`src/rtl/des_pkg.sv`:
```
// DES f-function constants and helpers.
//   E_TABLE : 32->48 expansion, 1-based DES bit numbers, MSB-first
//   P_TABLE : 32->32 permutation, same numbering (padded to the shared table type)
//   SBOX    : eight 64-entry S-boxes, row-major (index = row*16 + col)
//   des_perm: applies a 1-based MSB-first selection table to a source vector
package des_pkg;

    typedef logic [5:0] perm_tbl_t [48];

    localparam perm_tbl_t E_TABLE = '{
        6'd32, 6'd1,  6'd2,  6'd3,  6'd4,  6'd5,  6'd4,  6'd5,
        6'd6,  6'd7,  6'd8,  6'd9,  6'd8,  6'd9,  6'd10, 6'd11,
        6'd12, 6'd13, 6'd12, 6'd13, 6'd14, 6'd15, 6'd16, 6'd17,
        6'd16, 6'd17, 6'd18, 6'd19, 6'd20, 6'd21, 6'd20, 6'd21,
        6'd22, 6'd23, 6'd24, 6'd25, 6'd24, 6'd25, 6'd26, 6'd27,
        6'd28, 6'd29, 6'd28, 6'd29, 6'd30, 6'd31, 6'd32, 6'd1
    };

    // Only the first 32 entries are meaningful; the tail pads P to the
    // same table type as E so a single permutation helper serves both.
    localparam perm_tbl_t P_TABLE = '{
        6'd16, 6'd7,  6'd20, 6'd21, 6'd29, 6'd12, 6'd28, 6'd17,
        6'd1,  6'd15, 6'd23, 6'd26, 6'd5,  6'd18, 6'd31, 6'd10,
        6'd2,  6'd8,  6'd24, 6'd14, 6'd32, 6'd27, 6'd3,  6'd9,
        6'd19, 6'd13, 6'd30, 6'd6,  6'd22, 6'd11, 6'd4,  6'd25,
        6'd0,  6'd0,  6'd0,  6'd0,  6'd0,  6'd0,  6'd0,  6'd0,
        6'd0,  6'd0,  6'd0,  6'd0,  6'd0,  6'd0,  6'd0,  6'd0
    };

    localparam logic [3:0] SBOX [8][64] = '{
        '{4'd14, 4'd4,  4'd13, 4'd1,  4'd2,  4'd15, 4'd11, 4'd8,  4'd3,  4'd10, 4'd6,  4'd12, 4'd5,  4'd9,  4'd0,  4'd7,
          4'd0,  4'd15, 4'd7,  4'd4,  4'd14, 4'd2,  4'd13, 4'd1,  4'd10, 4'd6,  4'd12, 4'd11, 4'd9,  4'd5,  4'd3,  4'd8,
          4'd4,  4'd1,  4'd14, 4'd8,  4'd13, 4'd6,  4'd2,  4'd11, 4'd15, 4'd12, 4'd9,  4'd7,  4'd3,  4'd10, 4'd5,  4'd0,
          4'd15, 4'd12, 4'd8,  4'd2,  4'd4,  4'd9,  4'd1,  4'd7,  4'd5,  4'd11, 4'd3,  4'd14, 4'd10, 4'd0,  4'd6,  4'd13},
        '{4'd15, 4'd1,  4'd8,  4'd14, 4'd6,  4'd11, 4'd3,  4'd4,  4'd9,  4'd7,  4'd2,  4'd13, 4'd12, 4'd0,  4'd5,  4'd10,
          4'd3,  4'd13, 4'd4,  4'd7,  4'd15, 4'd2,  4'd8,  4'd14, 4'd12, 4'd0,  4'd1,  4'd10, 4'd6,  4'd9,  4'd11, 4'd5,
          4'd0,  4'd14, 4'd7,  4'd11, 4'd10, 4'd4,  4'd13, 4'd1,  4'd5,  4'd8,  4'd12, 4'd6,  4'd9,  4'd3,  4'd2,  4'd15,
          4'd13, 4'd8,  4'd10, 4'd1,  4'd3,  4'd15, 4'd4,  4'd2,  4'd11, 4'd6,  4'd7,  4'd12, 4'd0,  4'd5,  4'd14, 4'd9},
        '{4'd10, 4'd0,  4'd9,  4'd14, 4'd6,  4'd3,  4'd15, 4'd5,  4'd1,  4'd13, 4'd12, 4'd7,  4'd11, 4'd4,  4'd2,  4'd8,
          4'd13, 4'd7,  4'd0,  4'd9,  4'd3,  4'd4,  4'd6,  4'd10, 4'd2,  4'd8,  4'd5,  4'd14, 4'd12, 4'd11, 4'd15, 4'd1,
          4'd13, 4'd6,  4'd4,  4'd9,  4'd8,  4'd15, 4'd3,  4'd0,  4'd11, 4'd1,  4'd2,  4'd12, 4'd5,  4'd10, 4'd14, 4'd7,
          4'd1,  4'd10, 4'd13, 4'd0,  4'd6,  4'd9,  4'd8,  4'd7,  4'd4,  4'd15, 4'd14, 4'd3,  4'd11, 4'd5,  4'd2,  4'd12},
        '{4'd7,  4'd13, 4'd14, 4'd3,  4'd0,  4'd6,  4'd9,  4'd10, 4'd1,  4'd2,  4'd8,  4'd5,  4'd11, 4'd12, 4'd4,  4'd15,
          4'd13, 4'd8,  4'd11, 4'd5,  4'd6,  4'd15, 4'd0,  4'd3,  4'd4,  4'd7,  4'd2,  4'd12, 4'd1,  4'd10, 4'd14, 4'd9,
          4'd10, 4'd6,  4'd9,  4'd0,  4'd12, 4'd11, 4'd7,  4'd13, 4'd15, 4'd1,  4'd3,  4'd14, 4'd5,  4'd2,  4'd8,  4'd4,
          4'd3,  4'd15, 4'd0,  4'd6,  4'd10, 4'd1,  4'd13, 4'd8,  4'd9,  4'd4,  4'd5,  4'd11, 4'd12, 4'd7,  4'd2,  4'd14},
        '{4'd2,  4'd12, 4'd4,  4'd1,  4'd7,  4'd10, 4'd11, 4'd6,  4'd8,  4'd5,  4'd3,  4'd15, 4'd13, 4'd0,  4'd14, 4'd9,
          4'd14, 4'd11, 4'd2,  4'd12, 4'd4,  4'd7,  4'd13, 4'd1,  4'd5,  4'd0,  4'd15, 4'd10, 4'd3,  4'd9,  4'd8,  4'd6,
          4'd4,  4'd2,  4'd1,  4'd11, 4'd10, 4'd13, 4'd7,  4'd8,  4'd15, 4'd9,  4'd12, 4'd5,  4'd6,  4'd3,  4'd0,  4'd14,
          4'd11, 4'd8,  4'd12, 4'd7,  4'd1,  4'd14, 4'd2,  4'd13, 4'd6,  4'd15, 4'd0,  4'd9,  4'd10, 4'd4,  4'd5,  4'd3},
        '{4'd12, 4'd1,  4'd10, 4'd15, 4'd9,  4'd2,  4'd6,  4'd8,  4'd0,  4'd13, 4'd3,  4'd4,  4'd14, 4'd7,  4'd5,  4'd11,
          4'd10, 4'd15, 4'd4,  4'd2,  4'd7,  4'd12, 4'd9,  4'd5,  4'd6,  4'd1,  4'd13, 4'd14, 4'd0,  4'd11, 4'd3,  4'd8,
          4'd9,  4'd14, 4'd15, 4'd5,  4'd2,  4'd8,  4'd12, 4'd3,  4'd7,  4'd0,  4'd4,  4'd10, 4'd1,  4'd13, 4'd11, 4'd6,
          4'd4,  4'd3,  4'd2,  4'd12, 4'd9,  4'd5,  4'd15, 4'd10, 4'd11, 4'd14, 4'd1,  4'd7,  4'd6,  4'd0,  4'd8,  4'd13},
        '{4'd4,  4'd11, 4'd2,  4'd14, 4'd15, 4'd0,  4'd8,  4'd13, 4'd3,  4'd12, 4'd9,  4'd7,  4'd5,  4'd10, 4'd6,  4'd1,
          4'd13, 4'd0,  4'd11, 4'd7,  4'd4,  4'd9,  4'd1,  4'd10, 4'd14, 4'd3,  4'd5,  4'd12, 4'd2,  4'd15, 4'd8,  4'd6,
          4'd1,  4'd4,  4'd11, 4'd13, 4'd12, 4'd3,  4'd7,  4'd14, 4'd10, 4'd15, 4'd6,  4'd8,  4'd0,  4'd5,  4'd9,  4'd2,
          4'd6,  4'd11, 4'd13, 4'd8,  4'd1,  4'd4,  4'd10, 4'd7,  4'd9,  4'd5,  4'd0,  4'd15, 4'd14, 4'd2,  4'd3,  4'd12},
        '{4'd13, 4'd2,  4'd8,  4'd4,  4'd6,  4'd15, 4'd11, 4'd1,  4'd10, 4'd9,  4'd3,  4'd14, 4'd5,  4'd0,  4'd12, 4'd7,
          4'd1,  4'd15, 4'd13, 4'd8,  4'd10, 4'd3,  4'd7,  4'd4,  4'd12, 4'd5,  4'd6,  4'd11, 4'd0,  4'd14, 4'd9,  4'd2,
          4'd7,  4'd11, 4'd4,  4'd1,  4'd9,  4'd12, 4'd14, 4'd2,  4'd0,  4'd6,  4'd10, 4'd13, 4'd15, 4'd3,  4'd5,  4'd8,
          4'd2,  4'd1,  4'd14, 4'd7,  4'd4,  4'd10, 4'd8,  4'd13, 4'd15, 4'd12, 4'd9,  4'd0,  4'd3,  4'd5,  4'd6,  4'd11}
    };

    // Result bit (dst_w-i) takes source DES bit tbl[i-1], i.e. source
    // vector index (src_w - tbl[i-1]). Unused upper result bits are zero.
    function automatic logic [47:0] des_perm(
        input logic [47:0]  src,
        input int unsigned  src_w,
        input perm_tbl_t    tbl,
        input int unsigned  dst_w
    );
        logic [47:0] dst;
        logic [5:0]  si;
        logic [5:0]  di;
        dst = '0;
        for (int unsigned i = 0; i < 48; i++) begin
            if (i < dst_w) begin
                si = 6'(src_w - 32'(tbl[i]));
                di = 6'(dst_w - 1 - i);
                dst[di] = src[si];
            end
        end
        return dst;
    endfunction

endpackage

```
`src/rtl/des_sbox.sv`:
```
// One DES S-box lookup.
//   sel : which S-box (0 = S1 ... 7 = S8)
//   b   : 6-bit group, b[5] = DES b1, b[0] = DES b6
//   s   : 4-bit S-box output
module des_sbox
    import des_pkg::*;
(
    input  logic [2:0] sel,
    input  logic [5:0] b,
    output logic [3:0] s
);

    // Row comes from the outer bits {b1,b6}, column from the inner four.
    logic [5:0] idx;

    always_comb begin
        idx = {b[5], b[0], b[4:1]};
        s   = SBOX[sel][idx];
    end

endmodule

```
`src/rtl/f_function.sv`:
```
// DES round f-function f(R,K) = P(S(E(R) xor K)) with one output register.
//   clk       : rising-edge clock
//   rst_n     : asynchronous active-low reset
//   in_valid  : data_in/key qualify this cycle
//   data_in   : 32-bit R half-block, bit 31 = DES bit 1
//   key       : 48-bit round subkey, bit 47 = DES bit 1
//   out_valid : data_out holds a new result
//   data_out  : f(R,K), held while in_valid is low
module f_function
    import des_pkg::*;
(
    input  logic        clk,
    input  logic        rst_n,
    input  logic        in_valid,
    input  logic [31:0] data_in,
    input  logic [47:0] key,
    output logic        out_valid,
    output logic [31:0] data_out
);

    logic [47:0] expanded;
    logic [47:0] mixed;
    logic [31:0] s_out;
    logic [31:0] p_out;

    assign expanded = des_perm({16'h0, data_in}, 32, E_TABLE, 48);
    assign mixed    = expanded ^ key;

    // S1 takes the top six bits of the mixed word and drives the top nibble.
    for (genvar g = 0; g < 8; g++) begin : g_sbox
        des_sbox u_sbox (
            .sel (3'(g)),
            .b   (mixed[47-6*g -: 6]),
            .s   (s_out[31-4*g -: 4])
        );
    end

    assign p_out = 32'(des_perm({16'h0, s_out}, 32, P_TABLE, 32));

    always_ff @(posedge clk or negedge rst_n) begin
        if (!rst_n) begin
            out_valid <= 1'b0;
            data_out  <= '0;
        end else begin
            out_valid <= in_valid;
            if (in_valid) begin
                data_out <= p_out;
            end
        end
    end

endmodule

```
`config.mk`:
```
export PLATFORM = sky130hd
export DESIGN_NAME = f_function
export DESIGN_NICKNAME = d
export VERILOG_FILES = /design/src/rtl/des_pkg.sv /design/src/rtl/des_sbox.sv /design/src/rtl/f_function.sv
export SDC_FILE = /design/constraint.sdc
export NUM_CORES = 1
export LEC_CHECK = 0
export CAP_MARGIN = 25
export CORE_ASPECT_RATIO = 0.7
export CORE_UTILIZATION = 40
export CTS_BUF_LIST = sky130_fd_sc_hd__clkbuf_8
export DETAILED_ROUTE_END_ITERATION = 16
export GPL_TIMING_DRIVEN = 0
export PLACE_DENSITY = 0.74
export REMOVE_ABC_BUFFERS = 1
export SLEW_MARGIN = 0
export SYNTH_ARGS = -nofsm -noshare
export SYNTH_HDL_FRONTEND = slang
export SYNTH_SLANG_ARGS = --single-unit
```
`constraint.sdc`:
```
create_clock -name clk -period 1.4 [get_ports clk]
set_input_delay 0.42 -clock clk [delete_from_list [all_inputs] [get_ports clk]]
set_output_delay 0.42 -clock clk [all_outputs]
set_load 0.02 [all_outputs]
```
# ---- Yosys cells after proc, flatten, opt, wreduce, memory -nomap -nowiden
# Memories as Yosys holds them, arrays and structs flattened. A register that Yosys moved wholly into a read port is not among the register bits.
# Index checks and enable logic that the tools add are counted.
dict set report classes {
  bitwise 9
  reduce_logical 8
}
# cell n
set op_table {}
lappend op_table {{inverter 6 -> 7 bit} 8}
lappend op_table {{XOR 48 bit} 1}
lappend op_table {{zero test 1 bit} 8}
dict set report word_totals {
  ff_bits 1
  romBits 2048
  in_bits 83
  output_inout_bits 33
  word_cells 26
  memories 8
}
# memory depth word_bits read_ports rd_clocked_by_memory_dff write_ports line_no
set memory_table {}
lappend memory_table {{(no name shown)} 64 4 1 1 0 des_sbox.sv:18} ;# s = SBOX[sel][idx];
lappend memory_table {{(no name shown)} 64 4 1 1 0 des_sbox.sv:18}
lappend memory_table {{(no name shown)} 64 4 1 1 0 des_sbox.sv:18}
lappend memory_table {{(no name shown)} 64 4 1 1 0 des_sbox.sv:18}
lappend memory_table {{(no name shown)} 64 4 1 1 0 des_sbox.sv:18}
lappend memory_table {{(no name shown)} 64 4 1 1 0 des_sbox.sv:18}
lappend memory_table {{+2 memories} n/a n/a n/a n/a n/a n/a}

# ---- Depth between registers and ports, before layout
dict set report depth {
  word_depth 2
  depth_mapped 9
  ltp_nobuf 9
}

# ---- Cells and area by module
# From an unflattened synthesis, not the netlist that was laid out.
dict set report hier_totals {
  hier_cells 4415
  area_unflattened_um2 29374.4
}
# mod n_inst cells_each area_each_um2 seq_area_each_um2
set by_module_without_submodules {}
lappend by_module_without_submodules {des_sbox 8 537 3447.1 0.0}
lappend by_module_without_submodules {f_function 1 119 1798.0 825.8}

# ---- Worst setup path before layout
# Ideal clock, no wire load.
dict set report synth_timing {
  path_kind {input -> register}
  start {in data_in[12]}
  end {reg data_out[18]}
  setup_time_ns 0.141
  arrival_time_ns 2.402
  required_ns 1.259
  setup_slack_ns -1.143
  path_stages 6
  n_path_buf 0
  path_cell_list {xnor2_1 > clkinv_1 > ha_1 > mux4_2 > a211oi_1 > a211oi_1}
}
dict set report synth_via {
  elab_chain_len 2
}
# item line_no
set synth_rtl {}
lappend synth_rtl {{from (decl)} f_function.sv:15} ;# input logic [31:0] data_in,
lappend synth_rtl {{XOR 48 bit} f_function.sv:27} ;# assign mixed = expanded ^ key;
lappend synth_rtl {{inverter 6 -> 7 bit (implied by the code)} des_sbox.sv:18}
lappend synth_rtl {{to (decl)} f_function.sv:18} ;# output logic [31:0] data_out
# No other way between the ends.

# ---- Worst setup path after layout
dict set report layout_timing {
  start {in data_in[28]}
  end {reg data_out[9]}
}
# Same word-level chain as after synthesis.

==> metrics.cfg <==
[place]
globalplace.congestion=0.920
dpl.hpwl_um=13100
port_buffers=115
dp_worst_setup_slack_ps=-2360

[detailed_routing]
wire_per_inst_um=21.9
drt_wl_total_um=28900
drcViolationCount=0
num_vias=8618
vias_per_cell=6.52
ant_nets=0
detail_route.first_pass.iterations=6
drtIter0Drc=962

[global_route]
grt_pass1_vias=7955
antenna_found_initial=0
grt_pass1_wl_um=40900
gr-total-overflow=0
grt_max_degree=43
grt_use_total_pct=31.6

[floorplanning]
rows=37
dieArea_um2=16200
die_w_um=152
die_h_um=107
ios=116
core-area_um2=15000
initial_core_util_pct=41.9

[cts]
cts-root-buf=clkbuf_8
clkLatencyLatePin_ps=310
cts_tree=yes
path_clk_slew_ps=90
cts-htree-levels=2
cts_sinks=33
cts_buffers=5
cts_buffer_depth=2

[sta]
period_needed_ps=2010
max_freq_ghz=0.497
max_slew_margin_pct=42.7
setup_viol=32
slew_viol_final=0
tns_ps=-10780
postLayoutSetupSlackWorst_ps=-613
holdWs_ps=220
period_share_pct=144
finalHoldViolations=0
grt_setup_unrepaired=yes
worstMarginPinSlew_ps=860
skew_ps=0

[worst_setup_path]
critPathArrivalTime_ps=2200
startpoint_type=input port
end_kind=flop
crit_fanout=6
reg2reg_depth=3
timing.rr.end=data_out[9]$_DFFE_PN0P_
reg2reg_setup_slack_ps=510
critical_path.startpoint=data_in[28]
path_class=in -> reg
cp_cell_sequence=buf_4, xor2_4, inv_2, ha_2, mux4_2, o32a_1, o31ai_1, a21oi_1
cp.required_ps=1590
reg2reg_from=data_out[9]$_DFFE_PN0P_
critPathMaxStageDelay_ps=490
cp_slowest_cell=mux4_2

[yosys]
ys_types=63
synth_area_um2=6280
synth-seq-area-share_pct=13.2
ys_async_sr_fraction_pct=100
synthCells=817
synth-seq-cells=33
syn_avg_cell_area_um2=7.68
synth_ff_type=dfrtp_1
synth_edf_count=0
ys.warnings.count=0

[outcome]
violations=setup timing
run_status=finished, violations left

[job]
maxCapViolations=0

[final_layout]
fin_util_pct=80.6
drive_above_1_share_pct=54.7
nets=1269
synthToLayoutAreaGrowth_pct=92.6

[pwr]
vdd.ir_drop.worst_uv=532
p_total_mw=9.75
powerDensity_nw_per_um2=807
leakagePower_nw=4.67

[hold_path]
min_path_type=in -> async

-- placed cells by master, fill, tap and decap left out, types with 7 or more instances in the layout --
cell and instances:
o21ai_0 25, dfrtp_1 33, buf_4 162, buf_12 16
buf_2 42, nor2_1 54, a21oi_1 46, clkbuf_2 8
nor3_1 18, nand3_1 23, nor2_4 12, a21oi_2 15
ha_1 15, xnor2_1 19, buf_6 62, nor2_2 11
xnor2_2 16, inv_1 10, a211oi_1 11, mux4_2 12
xnor2_4 27, xor2_4 33, ha_4 41, mux2i_1 8
a211oi_2 13, nand2_1 78, o22ai_1 8, dlygate4sd2_1 7
o2111ai_1 11, o211ai_1 32, buf_8 21, clkdlybuf4s15_2 15
a211o_1 7, o21ai_2 7, a31oi_1 22, o21ai_1 17
-- sequential cells by signal, indices dropped and copies added, names as in the netlist --
register   count
data_out      32
out_valid      1
-- synthesized netlist by cell type (5+ instances only) --
library cell,count,area (um2)
xor2_2,7,114
nand2_1,85,319
a211o_1,7,61.3
buf_2,12,60.1
clkbuf_1,28,105
a21oi_1,64,320
mux4_2,12,270
o21ai_0,42,210
nor2_1,77,289
clkinv_1,5,18.8
nor3_1,25,125
nand3_1,25,125
o32ai_1,5,43.8
mux2i_1,11,110
a221oi_1,8,70.1
o2111ai_1,15,131
inv_1,22,82.6
o22ai_1,11,68.8
a211oi_1,25,188
o221ai_1,6,52.6
a2111oi_0,5,43.8
xnor2_1,56,490
o311ai_0,6,52.6
o21ai_1,7,35.0
o31ai_1,5,37.5
ha_1,62,776
a311oi_1,6,52.6
dfrtp_1,33,826
a31oi_1,22,138
o211ai_1,32,240
xor2_1,30,263
-- report_power, final --
part | switching, mW | leakage (nW) | total, mW | internal (mW)
Clock | 0.464 | 0.0544 | 0.998 | 0.534
Combinational | 3.96 | 4.24 | 7.40 | 3.44
Sequential | 0.171 | 0.380 | 1.35 | 1.18
-- cell families after synthesis --
family,after synthesis,synth area share [%]
flops,33,13.2
simple gates,230,15.5
compound gates,293,31.9
mux,24,6.24
buf+inv,76,5.14
xor+xnor,99,15.7
fa+ha+maj,62,12.4
-- through the flow --
step / instances / instance area (um2)
4_1_cts: 1279 / 11200
6_report: 1321 / 12100
3_5_place_dp: 1092 / 7550
3_3_place_gp: 1081 / 7460
5_1_grt: 1320 / 12100
2_1_floorplan: 771 / 6070
-- per-layer routing --
| layer | GRT usage, % | share of wire (%) | vias up |
|---|---|---|---|
| met3 | 5.11 | 10 | 184 |
| met4 | 10.7 | 4.6 | 0 |
| met1 | 41.2 | 37 | 4060 |
| met2 | 52.8 | 48 | 689 |
| li1 | - | - | 3685 |
| met5 | 0 | 0 | - |
-- how the worst max path moves through the flow --
stage	to	slack, ps	cells past startpoint
after CTS	data_out[9]$_DFFE_PN0P_	-480	9
after detailed placement	data_out[18]$_DFFE_PN0P_	-2360	7
after global placement	data_out[27]$_DFFE_PN0P_	-3460	5
after global routing	data_out[9]$_DFFE_PN0P_	-620	8
after floorplan	data_out[18]$_DFFE_PN0P_	-1130	6
final	data_out[9]$_DFFE_PN0P_	-610	8
-- layout make-up --
type                       instances  area [um2]
fill                             809        2910
clock buffer                       5        68.8
antenna                            1        2.50
timing repair inverter             1        11.3
timing repair buffer             343        3140
clock inverter                     3        46.3
sequential                        33         826
inverter                          30         195
multi-input combinational        710        7560
tap                              195         244
-- repair_timing --
item | 4_1_cts | 5_1_grt
hold buffers | 0 | 0
gates cloned | 5 | 1
pin swaps | 155 | 107
endpoints found under the setup margin | 65 | 48
setup buffers | 174 | 47
gates resized for setup | 798 | 182
-- worst max-delay path: cells and delay by family --
family	cells	cell delay, ps
multiplexers	1	490
AO/OA/AOI/OAI	3	500
buffers and inverters	2	270
XOR/XNOR	1	280
adder cells (fa/ha/maj)	1	240
Power figures use the tool's default switching activity.
